File: src/rtl/mem_stack_sequencer_if.sv
// Bus between the EX/MEM register, the stack sequencer and the memory stage.
// Upstream drives the *_in/pc/flags fields; the sequencer drives the memory-stage and restore fields.
interface mem_stack_sequencer_if #(
    parameter int DATA_WIDTH = 16,
    parameter int FLAG_WIDTH = 3
);
    // Handshake: an op is taken in any cycle where stall is low. While stall is
    // high the request fields are ignored and upstream must hold its next op.
    logic                    memory_read_in;
    logic                    memory_write_in;
    logic                    memory_push_in;
    logic                    memory_pop_in;
    logic                    call_in;
    logic                    ret_in;
    logic                    int_in;
    logic                    rti_in;
    logic [DATA_WIDTH-1:0]   address_in;
    logic [DATA_WIDTH-1:0]   write_data_in;
    logic [DATA_WIDTH-1:0]   pc_lower;
    logic [DATA_WIDTH-1:0]   pc_upper;
    logic [FLAG_WIDTH-1:0]   flags;
    logic [DATA_WIDTH-1:0]   mem_data;

    logic                    memory_read;
    logic                    memory_write;
    logic                    memory_push;
    logic                    memory_pop;
    logic [DATA_WIDTH-1:0]   address;
    logic [DATA_WIDTH-1:0]   write_data;
    logic                    stall;
    logic [2*DATA_WIDTH-1:0] pc_restored;
    logic                    pc_valid;
    logic [FLAG_WIDTH-1:0]   flags_restored;
    logic                    flags_valid;
    logic [2:0]              dbg_state;

    modport master (
        output memory_read_in, memory_write_in, memory_push_in, memory_pop_in,
               call_in, ret_in, int_in, rti_in, address_in, write_data_in,
               pc_lower, pc_upper, flags, mem_data,
        input  memory_read, memory_write, memory_push, memory_pop, address,
               write_data, stall, pc_restored, pc_valid, flags_restored,
               flags_valid, dbg_state
    );

    modport slave (
        input  memory_read_in, memory_write_in, memory_push_in, memory_pop_in,
               call_in, ret_in, int_in, rti_in, address_in, write_data_in,
               pc_lower, pc_upper, flags, mem_data,
        output memory_read, memory_write, memory_push, memory_pop, address,
               write_data, stall, pc_restored, pc_valid, flags_restored,
               flags_valid, dbg_state
    );
endinterface

File: src/rtl/mem_stack_sequencer.sv
// Splits CALL/INT/RET/RTI into single-word stack ops and reassembles popped PC/flags;
// single-word loads, stores, pushes and pops pass straight through from IDLE.
module mem_stack_sequencer #(
    parameter int DATA_WIDTH = 16,
    parameter int FLAG_WIDTH = 3
) (
    input  logic                 clk,
    input  logic                 reset,
    mem_stack_sequencer_if.slave bus
);
    typedef enum logic [2:0] {
        IDLE      = 3'd0,
        PUSH_HI   = 3'd1,
        PUSH_LO   = 3'd2,
        POP_HI    = 3'd3,
        POP_FLAGS = 3'd4
    } state_t;

    state_t                  state_q;
    logic [DATA_WIDTH-1:0]   pc_hi_q;
    logic [DATA_WIDTH-1:0]   pc_lo_q;
    logic [DATA_WIDTH-1:0]   pop_lo_q;
    logic [DATA_WIDTH-1:0]   pop_hi_q;
    logic                    is_rti_q;
    logic [2*DATA_WIDTH-1:0] pc_restored_q;
    logic [FLAG_WIDTH-1:0]   flags_restored_q;
    logic                    pc_valid_q;
    logic                    flags_valid_q;

    logic acc_int, acc_rti, acc_ret, acc_call;
    logic acc_push, acc_pop, acc_wr, acc_rd;

    // One-hot winner of the IDLE request priority chain; losers are dropped.
    always_comb begin
        acc_int  = 1'b0;
        acc_rti  = 1'b0;
        acc_ret  = 1'b0;
        acc_call = 1'b0;
        acc_push = 1'b0;
        acc_pop  = 1'b0;
        acc_wr   = 1'b0;
        acc_rd   = 1'b0;
        if (state_q == IDLE) begin
            if (bus.int_in)               acc_int  = 1'b1;
            else if (bus.rti_in)          acc_rti  = 1'b1;
            else if (bus.ret_in)          acc_ret  = 1'b1;
            else if (bus.call_in)         acc_call = 1'b1;
            else if (bus.memory_push_in)  acc_push = 1'b1;
            else if (bus.memory_pop_in)   acc_pop  = 1'b1;
            else if (bus.memory_write_in) acc_wr   = 1'b1;
            else if (bus.memory_read_in)  acc_rd   = 1'b1;
        end
    end

    // The first word of every sequence goes out combinationally in its accept cycle.
    always_comb begin
        bus.memory_read  = 1'b0;
        bus.memory_write = 1'b0;
        bus.memory_push  = 1'b0;
        bus.memory_pop   = 1'b0;
        bus.address      = '0;
        bus.write_data   = '0;
        if (!reset) begin
            case (state_q)
                IDLE: begin
                    bus.address      = bus.address_in;
                    bus.write_data   = bus.write_data_in;
                    bus.memory_read  = acc_rd;
                    bus.memory_write = acc_wr;
                    bus.memory_push  = acc_push | acc_call | acc_int;
                    bus.memory_pop   = acc_pop | acc_ret | acc_rti;
                    if (acc_int)  bus.write_data = {{(DATA_WIDTH-FLAG_WIDTH){1'b0}}, bus.flags};
                    if (acc_call) bus.write_data = bus.pc_upper;
                end
                PUSH_HI: begin
                    bus.memory_push = 1'b1;
                    bus.write_data  = pc_hi_q;
                end
                PUSH_LO: begin
                    bus.memory_push = 1'b1;
                    bus.write_data  = pc_lo_q;
                end
                POP_HI, POP_FLAGS: bus.memory_pop = 1'b1;
                default: ;
            endcase
        end
    end

    always_ff @(posedge clk or posedge reset) begin
        if (reset) begin
            state_q          <= IDLE;
            pc_hi_q          <= '0;
            pc_lo_q          <= '0;
            pop_lo_q         <= '0;
            pop_hi_q         <= '0;
            is_rti_q         <= 1'b0;
            pc_restored_q    <= '0;
            flags_restored_q <= '0;
            pc_valid_q       <= 1'b0;
            flags_valid_q    <= 1'b0;
        end else begin
            pc_valid_q    <= 1'b0;
            flags_valid_q <= 1'b0;
            case (state_q)
                IDLE: begin
                    if (acc_int) begin
                        pc_hi_q <= bus.pc_upper;
                        pc_lo_q <= bus.pc_lower;
                        state_q <= PUSH_HI;
                    end else if (acc_rti || acc_ret) begin
                        pop_lo_q <= bus.mem_data;
                        is_rti_q <= acc_rti;
                        state_q  <= POP_HI;
                    end else if (acc_call) begin
                        pc_lo_q <= bus.pc_lower;
                        state_q <= PUSH_LO;
                    end
                end
                PUSH_HI: state_q <= PUSH_LO;
                PUSH_LO: state_q <= IDLE;
                POP_HI: begin
                    if (is_rti_q) begin
                        pop_hi_q <= bus.mem_data;
                        state_q  <= POP_FLAGS;
                    end else begin
                        pc_restored_q <= {bus.mem_data, pop_lo_q};
                        pc_valid_q    <= 1'b1;
                        state_q       <= IDLE;
                    end
                end
                POP_FLAGS: begin
                    pc_restored_q    <= {pop_hi_q, pop_lo_q};
                    flags_restored_q <= bus.mem_data[FLAG_WIDTH-1:0];
                    pc_valid_q       <= 1'b1;
                    flags_valid_q    <= 1'b1;
                    state_q          <= IDLE;
                end
                default: state_q <= IDLE;
            endcase
        end
    end

    assign bus.stall          = (state_q != IDLE);
    assign bus.pc_restored    = pc_restored_q;
    assign bus.pc_valid       = pc_valid_q;
    assign bus.flags_restored = flags_restored_q;
    assign bus.flags_valid    = flags_valid_q;
    assign bus.dbg_state      = state_q;
endmodule

File: src/flat_wrapper.sv
// flat-port wrapper written by rule: the top's interface ports become plain ports
module mem_stack_sequencer_flat 
#(
    parameter int DATA_WIDTH = 16,
    parameter int FLAG_WIDTH = 3
)
  (clk, reset, bus_memory_read_in, bus_memory_write_in, bus_memory_push_in, bus_memory_pop_in, bus_call_in, bus_ret_in, bus_int_in, bus_rti_in, bus_address_in, bus_write_data_in, bus_pc_lower, bus_pc_upper, bus_flags, bus_mem_data, bus_memory_read, bus_memory_write, bus_memory_push, bus_memory_pop, bus_address, bus_write_data, bus_stall, bus_pc_restored, bus_pc_valid, bus_flags_restored, bus_flags_valid, bus_dbg_state);
  mem_stack_sequencer_if #(.DATA_WIDTH(DATA_WIDTH), .FLAG_WIDTH(FLAG_WIDTH)) bus_i ();
  input  logic clk;
  input  logic reset;
  input wire logic [$bits(bus_i.memory_read_in)-1:0] bus_memory_read_in;
  input wire logic [$bits(bus_i.memory_write_in)-1:0] bus_memory_write_in;
  input wire logic [$bits(bus_i.memory_push_in)-1:0] bus_memory_push_in;
  input wire logic [$bits(bus_i.memory_pop_in)-1:0] bus_memory_pop_in;
  input wire logic [$bits(bus_i.call_in)-1:0] bus_call_in;
  input wire logic [$bits(bus_i.ret_in)-1:0] bus_ret_in;
  input wire logic [$bits(bus_i.int_in)-1:0] bus_int_in;
  input wire logic [$bits(bus_i.rti_in)-1:0] bus_rti_in;
  input wire logic [$bits(bus_i.address_in)-1:0] bus_address_in;
  input wire logic [$bits(bus_i.write_data_in)-1:0] bus_write_data_in;
  input wire logic [$bits(bus_i.pc_lower)-1:0] bus_pc_lower;
  input wire logic [$bits(bus_i.pc_upper)-1:0] bus_pc_upper;
  input wire logic [$bits(bus_i.flags)-1:0] bus_flags;
  input wire logic [$bits(bus_i.mem_data)-1:0] bus_mem_data;
  output wire logic [$bits(bus_i.memory_read)-1:0] bus_memory_read;
  output wire logic [$bits(bus_i.memory_write)-1:0] bus_memory_write;
  output wire logic [$bits(bus_i.memory_push)-1:0] bus_memory_push;
  output wire logic [$bits(bus_i.memory_pop)-1:0] bus_memory_pop;
  output wire logic [$bits(bus_i.address)-1:0] bus_address;
  output wire logic [$bits(bus_i.write_data)-1:0] bus_write_data;
  output wire logic [$bits(bus_i.stall)-1:0] bus_stall;
  output wire logic [$bits(bus_i.pc_restored)-1:0] bus_pc_restored;
  output wire logic [$bits(bus_i.pc_valid)-1:0] bus_pc_valid;
  output wire logic [$bits(bus_i.flags_restored)-1:0] bus_flags_restored;
  output wire logic [$bits(bus_i.flags_valid)-1:0] bus_flags_valid;
  output wire logic [$bits(bus_i.dbg_state)-1:0] bus_dbg_state;
  assign bus_i.memory_read_in = bus_memory_read_in;
  assign bus_i.memory_write_in = bus_memory_write_in;
  assign bus_i.memory_push_in = bus_memory_push_in;
  assign bus_i.memory_pop_in = bus_memory_pop_in;
  assign bus_i.call_in = bus_call_in;
  assign bus_i.ret_in = bus_ret_in;
  assign bus_i.int_in = bus_int_in;
  assign bus_i.rti_in = bus_rti_in;
  assign bus_i.address_in = bus_address_in;
  assign bus_i.write_data_in = bus_write_data_in;
  assign bus_i.pc_lower = bus_pc_lower;
  assign bus_i.pc_upper = bus_pc_upper;
  assign bus_i.flags = bus_flags;
  assign bus_i.mem_data = bus_mem_data;
  assign bus_memory_read = bus_i.memory_read;
  assign bus_memory_write = bus_i.memory_write;
  assign bus_memory_push = bus_i.memory_push;
  assign bus_memory_pop = bus_i.memory_pop;
  assign bus_address = bus_i.address;
  assign bus_write_data = bus_i.write_data;
  assign bus_stall = bus_i.stall;
  assign bus_pc_restored = bus_i.pc_restored;
  assign bus_pc_valid = bus_i.pc_valid;
  assign bus_flags_restored = bus_i.flags_restored;
  assign bus_flags_valid = bus_i.flags_valid;
  assign bus_dbg_state = bus_i.dbg_state;
  mem_stack_sequencer #(.DATA_WIDTH(DATA_WIDTH), .FLAG_WIDTH(FLAG_WIDTH)) u_core (.clk(clk), .reset(reset), .bus(bus_i));
endmodule
File: config.mk
export PLATFORM = sky130hd
export DESIGN_NAME = mem_stack_sequencer_flat
export DESIGN_NICKNAME = d
export VERILOG_FILES = /design/src/rtl/mem_stack_sequencer_if.sv /design/src/rtl/mem_stack_sequencer.sv /design/src/flat_wrapper.sv
export SDC_FILE = /design/constraint.sdc
export NUM_CORES = 1
export LEC_CHECK = 0
export BUFFER_PORTS_ARGS = -buffer_cell sky130_fd_sc_hd__buf_2
export CAP_MARGIN = 20
export CORE_UTILIZATION = 40
export CTS_CLUSTER_SIZE = 24
export DETAILED_ROUTE_END_ITERATION = 10
export GPL_ROUTABILITY_DRIVEN = 1
export PLACE_DENSITY = 0.66
export SKIP_LAST_GASP = 1
export SYNTH_ARGS = -nofsm -noshare
export SYNTH_HDL_FRONTEND = slang
export SYNTH_SLANG_ARGS = --single-unit
File: constraint.sdc
create_clock -name clk -period 6.3 [get_ports clk]
set_input_delay 0 -clock clk [delete_from_list [all_inputs] [get_ports clk]]
set_output_delay 0 -clock clk [all_outputs]
set_load 0.01 [all_outputs]
==> summary.md <==
| Metric | Value |
|---|---|
| Status | finished clean |
| Worst Hold Class | in -> reg |
| Rel. slew slack | 30.21% |
| P per Cell Area | 433.8 nW/um^2 |
| Setup TNS | 0 ps |
| Average cell area after synthesis | 14.00 um^2 |
| Final hold violations | 0 |
| Htree depth | 3 |
| # diodes | 0 |
| Synthesized Nets | 449 |
| Worst Max-Slew Pin Slew | 1038 ps |
| Post-synth ARST share | 100.0% |
| Largest net degree at the start of global routing | 77 |
| Tot GR Track Use | 18.83% |
| R2R setup slack | 4050 ps |
| Peak VDD IR | 259.0 uV |
| Element type at the critical path end | primary output |
| Layout cell share with drive strength beyond 1 | 57.07% |
| Minimum clock period | 2778 ps |
| Total power | 0.002934 W |
| Critical path startpoint category | register |
| TritonCTS Buffers | 9 |
| WL/cell | 16.36 um |
| DP HPWL | 8.370 mm |
| Residual DRC | 0 |
| CTS Root Cell | clkbuf_16 |
| Clk_skew | 11.04 ps |
| Fill count | 1,014 |
| Setup CP Type | reg -> out |
| Post-Syn Area | 4985 um^2 |
| Cells after synthesis | 356 |
| Ys Warns | 0 |
| RSZ-0062 raised after global routing | no |
| Total grt overflow | 0 |
| Postcts setup bufs | 0 |
| IO Port Bufs | 169 |
| Final setup violating endpoints | 0 |
| Leak | 3.149 nW |
| Sw frac | 33.16% |
| Worst-Skew Late Latency | 330 ps |
| Distinct cells, synth | 41 |
| Clock slew at reported path FFs | 70 ps |
| Seq/Total Area, Yosys | 52.71% |
| Final WL | 12.12 mm |
| Synth Flop Type | dfrtp_1 |
| Crit Path Max Fanout | 18 |
| Max_cap viols | 0 |
| Period utilization | 44.10% |
| Core area | 12,060 um^2 |
| GP Congestion | 0.7809 |
| Die Wd | 113.6 um |
| First drt pass iteration count | 4 |
| Layout area overhead | 35.67% |
| First-pass GRT wire length | 19.15 mm |
| Min Hold Slack | 18.11 ps |
| Starting density of the core | 41.33% |
| Die height | 113.6 um |
| Area occupied by multi-input gates | 2213 um^2 |
| Synth top area cells | dfrtp_1, mux2_2, a221o_1 |
| Commonest cells in the netlist | mux2_2, dfrtp_1, and2_1 |
| Storage cell area | 2628 um^2 |
| P_int | 0.001961 W |
| Dominant cell type by area after synthesis | dfrtp_1 |
| Number of synthesized flops with an enable pin | 0 |
| Cell with the most instances after synthesis | mux2_2 |
| Required @ worst endpoint | 6300 ps |
| CTS tree | yes |
| CP arrival | 2780 ps |
| Sequential Power Share | 41.1% |
| Number of global-route vias before repair | 3,841 |
| Via count | 3,716 |
| Antenna Nets Post-Route | 0 |
| Psw | 0.0009728 W |
| Max-slew violation count | 0 |
| Floorplan row count | 40 |
| Die area | 12,910 um^2 |
| CTS max path bufs | 2 |
| Number of synthesized register bits | 105 |
| # nets final | 661 |
| Logic pwr share | 40.7% |
| Yosys top cell area share | 52.71% |
| Achievable Freq | 0.3599 GHz |
| Via density per instance | 5.015 |
| IO Count | 170 |
| 1st-iter DRT viols | 107 |
| # clock sinks | 105 |
| Clock share of power | 18.2% |
| Initial antenna violation count | 0 |
[power by group through the flow]
stage	Combinational (W)	Sequential (W)	Clock [W]
5_1_grt	0.00130	0.00125	0.000578
6_report	0.00119	0.00121	0.000534
4_1_cts	0.00121	0.00121	0.000552
3_3_place_gp	0.00116	0.00120	0
2_1_floorplan	0.000797	0.00122	0
3_5_place_dp	0.00118	0.00122	0
[metrics by stage]
stage                     cell area [um^2]  utilization (%)  instances  worst slack, ps
after CTS                             6751            55.98        740             3509
after global placement                5963            49.44        674             4022
after global routing                  6763            56.07        741             3257
after detailed placement              5963            49.44        674             3856
after floorplan                       4985                -        356             3521
final                                 6763            56.07        741             3522
[cell type report]
cell class                 count  area share (%)
inverter                       5          0.3145
clock inverter                 6          0.8696
sequential                   105           38.85
clock buffer                  10           3.386
multi-input combinational    221           32.73
tap                          168           3.108
timing repair buffer         226           20.74
[metal layers]
metal / GRT usage [%] / vias up / part of all wire, %
met2: 32.48 / 112 / 49
met5: 0 / - / 0
met3: 4.038 / 7 / 5.6
li1: - / 1750 / -
met4: 4.386 / 0 / 0.45
met1: 24.22 / 1847 / 45
[what timing repair did]
| action | in CTS | in global routing |
|---|---|---|
| hold buffers | 50 | 0 |
| resized for setup | 0 | 0 |
| endpoints found under the hold margin | 97 | 0 |
| setup endpoints to repair | 0 | 0 |
[worst max-delay path, stage by stage (launching register included)]
cell     delay, ps
dfrtp_1        540
nor4_2         960
and2_1         570
a221o_1        250
buf_2          130
[cell usage in the layout, fill, tap and decap left out, types with 2 or more instances in the layout]
master and count:
a221o_1 12, a22o_1 13, a22oi_1 4, and2_1 18, buf_2 169, buf_4 6, clkbuf_16 9, dfrtp_1 105
dlygate4sd3_1 50, inv_1 3, inv_6 3, mux2_2 110, mux2_4 8, mux2i_1 4, nand2_1 4, nor2_1 6
nor2b_1 2, nor3_1 2, nor3b_2 2, nor4b_1 6, nor4b_2 8, o22ai_1 4
[sequential cells by signal, indices dropped and copies added (netlist names)]
| name | flops |
|---|---|
| u_core.bus.flags_restored | 3 |
| u_core.pop_hi_q | 16 |
| u_core.bus.pc_restored | 32 |
| u_core.pc_lo_q | 16 |
| u_core.bus.flags_valid | 1 |
| u_core.pc_hi_q | 16 |
| u_core.is_rti_q | 1 |
| u_core.bus.dbg_state | 3 |
| u_core.pop_lo_q | 16 |
| u_core.bus.pc_valid | 1 |
[cell families after synthesis]
group	share of synthesized area, %
buffers and inverters	3.137
and+or+nand+nor	9.312
DFF	52.71
AOI/OAI and AO/OA	6.777
muxes	28.06
[path summary, 6_finish.rpt]
kind	startpoint	end	depth (start not counted)
min in group asynchronous	reset	u_core.pc_hi_q[9]	3
worst min-delay path	bus_ret_in	u_core.is_rti_q	3
worst max-delay path	u_core.bus.dbg_state[1]	bus_write_data[5]	4
max in group asynchronous	reset	u_core.pc_lo_q[10]	4
worst max register to register	u_core.bus.dbg_state[0]	u_core.bus.pc_restored[22]	3
worst min register to register	u_core.pop_hi_q[1]	u_core.pop_hi_q[1]	1
Note: power is estimated with default switching activity, not from simulation.
